`src/rtl/mcp_pipe_reg.sv`:
```
// mcp_pipe_reg: DEPTH-stage stallable pipeline register chain with valid/ready
// handshakes at both ends, bubble collapsing, global enable, flush and a
// registered occupancy count.

// One register stage: data word plus valid bit.
module mcp_pipe_stage #(
    parameter int WL       = 32,
    parameter int CLR_DATA = 1
) (
    input  logic          CLK,
    input  logic          RST,
    input  logic          clr_i,      // flush: drop valid (and data if CLR_DATA)
    input  logic          ld_i,       // stage takes d_i/v_i this edge
    input  logic [WL-1:0] d_i,
    input  logic          v_i,
    output logic [WL-1:0] data_o,
    output logic          valid_o,
    output logic          valid_nxt_o // next valid, excluding reset
);

    logic [WL-1:0] data_q, data_d;
    logic          valid_q, valid_d;

    // Next-state for valid and data; flush wins over a load.
    always_comb begin
        valid_d = valid_q;
        data_d  = data_q;
        if (clr_i) begin
            valid_d = 1'b0;
            if (CLR_DATA != 0) data_d = '0;
        end else if (ld_i) begin
            valid_d = v_i;
            data_d  = d_i;
        end
    end

    // Valid register; reset always clears it.
    always_ff @(posedge CLK) begin
        if (RST) valid_q <= 1'b0;
        else     valid_q <= valid_d;
    end

    // Data register; reset zeroes it only when CLR_DATA is set, otherwise holds.
    always_ff @(posedge CLK) begin
        if (RST) begin
            if (CLR_DATA != 0) data_q <= '0;
        end else begin
            data_q <= data_d;
        end
    end

    assign data_o      = data_q;
    assign valid_o     = valid_q;
    assign valid_nxt_o = valid_d;

endmodule

// Chain top: backward readiness, stage array and occupancy counter.
module mcp_pipe_reg #(
    parameter int WL       = 32,
    parameter int DEPTH    = 2,
    parameter int CLR_DATA = 1
) (
    input  logic                         CLK,
    input  logic                         RST,
    input  logic                         EN,
    input  logic                         FLUSH,
    input  logic [WL-1:0]                pipe_in,
    input  logic                         in_valid,
    output logic                         in_ready,
    output logic [WL-1:0]                pipe_out,
    output logic                         out_valid,
    input  logic                         out_ready,
    output logic [$clog2(DEPTH+1)-1:0]   occupancy
);

    localparam int OCC_W = $clog2(DEPTH+1);

    logic [DEPTH-1:0][WL-1:0] data_q;
    logic [DEPTH-1:0][WL-1:0] stg_d;
    logic [DEPTH-1:0]         valid_q;
    logic [DEPTH-1:0]         valid_d;
    logic [DEPTH-1:0]         stg_v;
    logic [DEPTH-1:0]         ld;
    logic [DEPTH:0]           rdy;
    logic                     adv;
    logic                     flush_act;
    logic                     xfer_in;
    logic [OCC_W-1:0]         occ_q, occ_d;

    // Flush and advance only act while enabled; EN=0 freezes everything.
    assign adv       = EN && !FLUSH;
    assign flush_act = EN && FLUSH;

    // Readiness ripples backward: a stage can take new content if it is
    // empty or its own content moves on this edge.
    always_comb begin
        rdy[DEPTH] = out_ready;
        for (int i = DEPTH - 1; i >= 0; i--)
            rdy[i] = !valid_q[i] || rdy[i+1];
    end

    assign in_ready = adv && rdy[0];
    assign xfer_in  = in_valid && in_ready;

    genvar g;
    generate
        for (g = 0; g < DEPTH; g++) begin : g_stg
            // A stage loads from its predecessor whenever it can accept;
            // empty slots thus fill behind a stalled last stage.
            assign ld[g] = adv && rdy[g];
            if (g == 0) begin : g_head
                assign stg_d[g] = pipe_in;
                assign stg_v[g] = xfer_in;
            end else begin : g_body
                assign stg_d[g] = data_q[g-1];
                assign stg_v[g] = valid_q[g-1];
            end
            mcp_pipe_stage #(.WL(WL), .CLR_DATA(CLR_DATA)) u_stg (
                .CLK        (CLK),
                .RST        (RST),
                .clr_i      (flush_act),
                .ld_i       (ld[g]),
                .d_i        (stg_d[g]),
                .v_i        (stg_v[g]),
                .data_o     (data_q[g]),
                .valid_o    (valid_q[g]),
                .valid_nxt_o(valid_d[g])
            );
        end
    endgenerate

    // Occupancy is the population count of the next valid vector.
    always_comb begin
        occ_d = '0;
        for (int i = 0; i < DEPTH; i++)
            occ_d = occ_d + OCC_W'(valid_d[i]);
    end

    // Registered occupancy, cleared by reset.
    always_ff @(posedge CLK) begin
        if (RST) occ_q <= '0;
        else     occ_q <= occ_d;
    end

    assign out_valid = EN && valid_q[DEPTH-1];
    assign pipe_out  = data_q[DEPTH-1];
    assign occupancy = occ_q;

endmodule
```
`config.mk`:
```
export PLATFORM = sky130hd
export DESIGN_NAME = mcp_pipe_reg
export DESIGN_NICKNAME = d
export VERILOG_FILES = /design/src/rtl/mcp_pipe_reg.sv
export SDC_FILE = /design/constraint.sdc
export NUM_CORES = 1
export LEC_CHECK = 0
export ABC_CLOCK_PERIOD_IN_PS = 1600
export CAP_MARGIN = 20
export CORE_UTILIZATION = 47
export CTS_CLUSTER_DIAMETER = 60
export DETAILED_ROUTE_END_ITERATION = 10
export HOLD_SLACK_MARGIN = 0.03
export PLACE_DENSITY = 0.77
export SYNTH_ARGS = -nofsm -noshare
export SYNTH_HDL_FRONTEND = slang
export SYNTH_SLANG_ARGS = --single-unit
```
`constraint.sdc`:
```
create_clock -name CLK -period 1.6 [get_ports CLK]
set_input_delay 0.16 -clock CLK [delete_from_list [all_inputs] [get_ports CLK]]
set_output_delay 0.16 -clock CLK [all_outputs]
set_load 0.02 [all_outputs]
```
==> results of run 1 <==
[kinds of logic (layout without fill, tap and decap cells)]
logic type	after synthesis	count (layout)	synth area share, %
compound gates	134	134	23.4
simple gates	78	78	14.0
fa+ha+maj	1	1	0.432
buf+inv	66	102	15.2
flops	68	68	47.0
[worst min-delay path by stage]
stage / start / endpoint / slack (ps) / depth (start not counted)
after global placement: g_stg[0].u_stg.data_o[0] / g_stg[1].u_stg.data_o[0] / 440 / 2
after global routing: pipe_in[6] / g_stg[0].u_stg.data_o[6] / 370 / 3
after CTS: pipe_in[11] / g_stg[0].u_stg.data_o[11] / 360 / 3
after floorplan: RST / g_stg[1].u_stg.valid_o / 230 / 1
after detailed placement: g_stg[0].u_stg.data_o[4] / g_stg[1].u_stg.data_o[4] / 450 / 2
final: pipe_in[6] / g_stg[0].u_stg.data_o[6] / 370 / 3
[final cells by class]
| cell class | count | area (sq um) | area share, % |
|---|---|---|---|
| repair buffers | 86 | 877 | 23.8 |
| clock inverters | 6 | 111 | 3.03 |
| multi-input cells | 213 | 1100 | 29.9 |
| flip-flops and latches | 68 | 1360 | 37.0 |
| well taps | 75 | 93.8 | 2.55 |
| clock buffers | 10 | 138 | 3.74 |
[cells in the mapped netlist]
cell,instances
a21o_1,2
nand3b_1,1
and2b_1,2
and2_1,1
nor2_1,1
ha_1,1
dfxtp_1,68
clkbuf_2,1
and3b_1,1
a22oi_1,1
buf_4,35
a21oi_1,66
o21ai_1,23
buf_1,1
nor2b_1,2
clkbuf_1,12
nand3_1,64
buf_6,6
buf_2,11
o21ai_0,42
nand2_1,3
nand2b_1,3
[sequential cells by signal, summed over array words and instances, names as in the netlist]
name and count:
g_stg.u_stg.valid_o 2, occupancy 2, g_stg.u_stg.data_o 64
[worst reg2reg max path, stage by stage (launching register included)]
cell,delay [ps]
dfxtp_1,370
and2b_1,200
o21ai_0,250
a22oi_1,120
ha_1,300
nor2b_1,130
[layer usage]
metal,GRT usage [%],vias to the layer above,share of wire (%)
met5,0,-,0
met4,10.0,0,2.1
met3,6.02,16,6.0
met2,33.9,94,49
met1,28.0,1164,43
li1,-,1247,-
[power breakdown]
group          internal, mW  leakage, nW  switching [mW]
Clock                  1.08        0.122           0.653
Combinational         0.163        0.566           0.156
Sequential             1.73        0.551          0.0179
[timing repair]
action	CTS	global route
resized for setup	2	1
buffers inserted	0	0
hold endpoints to repair	0	0
pin swaps	0	0
endpoints found under the setup margin	2	1
hold buffers	0	0
==> key figures, run 1 <==
Cells and area
  – Area growth from synthesis to layout: 27.1%
  – Fin nets: 417
  – Design area: 0.00368 sq mm
  – Cell Count, Final, Fillers Out: 458
  – N_diodes: 0
  – Share of layout cells above drive strength 1: 8.36%
  – Leading cell type in the layout, fill and taps excluded: clkdlybuf4s50_1
  – Fin util: 62.2%
  – Fillcell total: 517
  – Most frequent cells in the layout: clkdlybuf4s50_1, dfxtp_1, a21oi_1, nand3_1, o21ai_0

Timing
  – Fin worst setup slack: 76.5 ps
  – Max_slew headroom: 76.9%
  – Final setup vio count: 0
  – Final period util: 95.2%
  – Final min period: 1520 ps
  – TNS Setup: 0 ps
  – Unrepaired setup endpoints after global routing: false
  – Fin Hold WS: 370 ps
  – Slew Viols, Final: 0
  – Slew @ Worst Pin: 347 ps
  – Final Skew: 5.70 ps
  – Hold Fails Final Rpt: 0
  – Fmax: 0.656 GHz

Floorplanning
  – Die ar.: 0.00648 sq mm
  – Core area: 0.00592 sq mm
  – Initial Util: 48.9%
  – I/O pin total: 74
  – FP Rows: 28
  – Die Span Y: 80.5 microns
  – Die X: 80.5 microns

Synth
  – Mapped Nets: 386
  – Synth warn: 0
  – #FFs+latches synth: 68
  – Sequential fraction of the synthesis area: 47.0%
  – Top area cells in the synthesized netlist: dfxtp_1, a21oi_1, nand3_1, buf_4, o21ai_0
  – Syn_area_per_cell: 8.34 sq um
  – Netlist cell types: 22
  – Cell count after synthesis: 347
  – Synth area leader: dfxtp_1
  – Top cell type's share of synthesized area: 47.0%
  – Post-Syn Area: 0.00290 sq mm

Clock network
  – CTS buffer count: 9
  – CTS sink count: 68
  – Worst-skew pair later-pin latency: 340 ps
  – Max clock buf depth: 2
  – CTS tree: yes
  – Root buf cell: clkbuf_8
  – Clock Pin Slew Worst Setup and Hold Paths: 80 ps
  – H-tree levels: 3

Detailed routing
  – Post-route DRC: 0
  – Final ANT Viol Nets: 0
  – Vias per cell: 5.50
  – Wirelength per Cell: 14.4 microns
  – Drt first pass iters: 5
  – DR vias: 2521
  – Total routed wirelength: 6590 microns
  – Initial DRC count: 217

GRT
  – Initial antenna violation count: 0
  – First-pass GRT wire length: 10800 microns
  – GRT Overall Usage: 21.9%
  – Vias in the first global route: 2287
  – Largest net degree at the start of global routing: 34
  – GRT overflow: 0

Worst setup path
  – WS Path Type: flop to output pin
  – Worst path required time: 1440 ps
  – Critical-path maximum fanout: 6
  – Worst r2r dst: occupancy[0]
  – Crit path buf inv count: 1
  – WP depth: 3
  – Max incr delay on CP: 450 ps
  – Reg2reg start: g_stg[1].u_stg.valid_o
  – Cell Chain, Critical Path: and3b_1 -> nor2_1 -> clkdlybuf4s15_1
  – Endpoint class of the critical path: output pin
  – Worst Path Arrival: 1360 ps
  – Worst setup SP type: flop
  – Setup slack, reg-to-reg: 130 ps
  – R2r worst-path depth: 5
  – CP top delay family: flip-flops
  – Worst Setup EP: in_ready
  – CP startpoint: g_stg[1].u_stg.valid_o
  – CP max stage cell: dfxtp_1

Place
  – DP Cell Count: 442
  – IO Port Bufs: 73
  – Placed instance area: 0.00343 sq mm
  – Pre-CTS WS: -206 ps
  – Final Wtd Congestion: 0.713
  – Dpl hpwl: 4040 microns

Power and ir drop
  – Leak Pwr: 1.24 nW
  – Total power: 3.80 mW
  – Power density cells: 1030 mW/mm^2
  – Worst ir drop on vdd: 0.000604 V

Hold path
  – Worst Hold Class: input pin to flop

Run
  – Max-cap viol count: 0

Status
  – Status: completed
(Power assumes the default switching activity.)
==> inputs of run 2 (changes only) <==
CAP_MARGIN = 40   (was 20)
REMOVE_ABC_BUFFERS = 1   (was unset)
==> run 2 against run 1 <==
Effect of this change:
- clock-buffer cell count is 3 higher
- combinational power is 4% lower
- worst setup slack better by 53 ps
- largest cell class unchanged
- first-iteration DRC count is 13% lower
- worst hold slack better by 25 ps
==> key figures, run 2 (synthesis results as in run 1) <==
Power and ir drop
  – Clock power frac: 37.0%
  – Power density cells: 912 mW/mm^2
  – Net switching power: 0.741 mW
  – Combinational share of power: 9.4%
  – Flop pwr share: 53.6%
  – Worst ir drop on vdd: 0.000471 V
  – P_int: 2.52 mW
  – Total power: 3.27 mW
  – Net Sw Frac: 22.7%
  – Leak Pwr: 1.20 nW

Worst setup path
  – Worst Path Arrival: 1310 ps
  – WS Path Type: flop to output pin
  – Worst setup SP type: flop
  – Endpoint class of the critical path: output pin
  – Worst path required time: 1440 ps
  – Critical-path maximum fanout: 6

Clock network
  – Root buf cell: clkbuf_8
  – CTS sink count: 68
  – Max clock buf depth: 2
  – CTS buffer count: 9
  – Clock Pin Slew Worst Setup and Hold Paths: 70 ps
  – H-tree levels: 3
  – Worst-skew pair later-pin latency: 320 ps
  – CTS tree: yes

Detailed routing
  – Drt first pass iters: 4
  – Post-route DRC: 0
  – Vias per cell: 5.42
  – Total routed wirelength: 6300 microns
  – DR vias: 2473
  – Wirelength per Cell: 13.8 microns
  – Final ANT Viol Nets: 0
  – Initial DRC count: 188

Cells and area
  – Fillcell total: 557
  – Fin util: 60.5%
  – Cell Count, Final, Fillers Out: 456
  – Area growth from synthesis to layout: 23.6%
  – Most frequent cells in the layout: clkdlybuf4s50_1, dfxtp_1, a21oi_1, nand3_1, o21ai_0
  – Share of layout cells above drive strength 1: 7.35%
  – Max FFs per register: 64
  – Area taken by multi-input logic gates: 0.00110 sq mm
  – N_diodes: 0
  – Leading cell type in the layout, fill and taps excluded: clkdlybuf4s50_1
  – Reg area: 0.00136 sq mm
  – Fin nets: 416

GRT
  – GRT Overall Usage: 20.4%
  – Initial antenna violation count: 0
  – Largest net degree at the start of global routing: 66
  – GRT overflow: 0
  – First-pass GRT wire length: 10200 microns
  – Vias in the first global route: 2267

Floorplanning
  – Die ar.: 0.00648 sq mm
  – Core area: 0.00592 sq mm
  – Die Span Y: 80.5 microns
  – Initial Util: 48.9%
  – FP Rows: 28
  – Die X: 80.5 microns
  – I/O pin total: 74

Timing
  – Unrepaired setup endpoints after global routing: false
  – Final min period: 1470 ps
  – Fmax: 0.680 GHz
  – Final Skew: 5.55 ps
  – Slew @ Worst Pin: 360 ps
  – Slew Viols, Final: 0
  – Final setup vio count: 0
  – Final period util: 91.9%
  – Hold Fails Final Rpt: 0
  – Max_slew headroom: 76.0%
  – Fin worst setup slack: 130 ps

Status
  – Status: completed

Place
  – IO Port Bufs: 73
  – Pre-CTS WS: -170 ps
  – Dpl hpwl: 3790 microns
  – DP Cell Count: 441
  – Final Wtd Congestion: 0.855

Run
  – Max-cap viol count: 0

Hold path
  – Worst Hold Class: input pin to flop
==> run 2: final timing paths <==
| kind | start | endpoint | slack, ps | depth (start not counted) |
|---|---|---|---|---|
| setup / recovery | g_stg[1].u_stg.valid_o | in_ready | 130 | 3 |
| hold / removal | pipe_in[18] | g_stg[0].u_stg.data_o[18] | 390 | 3 |
| setup reg to reg | g_stg[1].u_stg.valid_o | occupancy[0] | 170 | 5 |
| hold reg to reg | g_stg[0].u_stg.data_o[3] | g_stg[1].u_stg.data_o[3] | 460 | 2 |
==> run 2: area by class of cell <==
class,count,share of cell area (%)
Sequential cell,68,38.0
Multi-Input combinational cell,213,30.7
Timing Repair Buffer,85,23.9
Clock buffer,13,4.44
Tap cell,75,2.62
Clock inverter,2,0.280
==> run 2: worst max-delay path, cell delays in order (launching register included) <==
cell and delay, ps:
dfxtp_1 420, and3b_1 210, nor2_1 50, dlygate4sd2_1 310
==> run 2: routing by layer <==
layer / part of all wire (%) / vias up / track usage [%] / wire (microns)
li1: - / 1243 / - / -
met1: 45 / 1150 / 25.3 / 2820
met3: 4.3 / 7 / 3.41 / 268
met5: 0 / - / 0 / 0
met4: 1.3 / 0 / 9.64 / 80
met2: 50 / 73 / 34.1 / 3130
==> run 2: metrics by stage <==
step	hold slack, ps	setup TNS, ps	cell area [sq um]
global route	386	0	3580
detailed placement	455	-374	3410
CTS	377	0	3580
global placement	443	-237	3410
finish	395	0	3580
floorplan	229	-5270	2460
==> run 2: power by group through the flow <==
stage          registers (mW)  clock network (mW)  logic [mW]
2_1_floorplan            1.79                   0       0.117
3_3_place_gp             1.79                   0       0.306
3_5_place_dp             1.79                   0       0.310
4_1_cts                  1.75                1.24       0.309
5_1_grt                  1.75                1.31       0.337
6_report                 1.75                1.21       0.308
==> run 2: what timing repair did <==
item,4_1_cts,5_1_grt
resized for setup,2,0
setup buffers,0,0
setup endpoints to repair,2,0
hold buffers,0,0
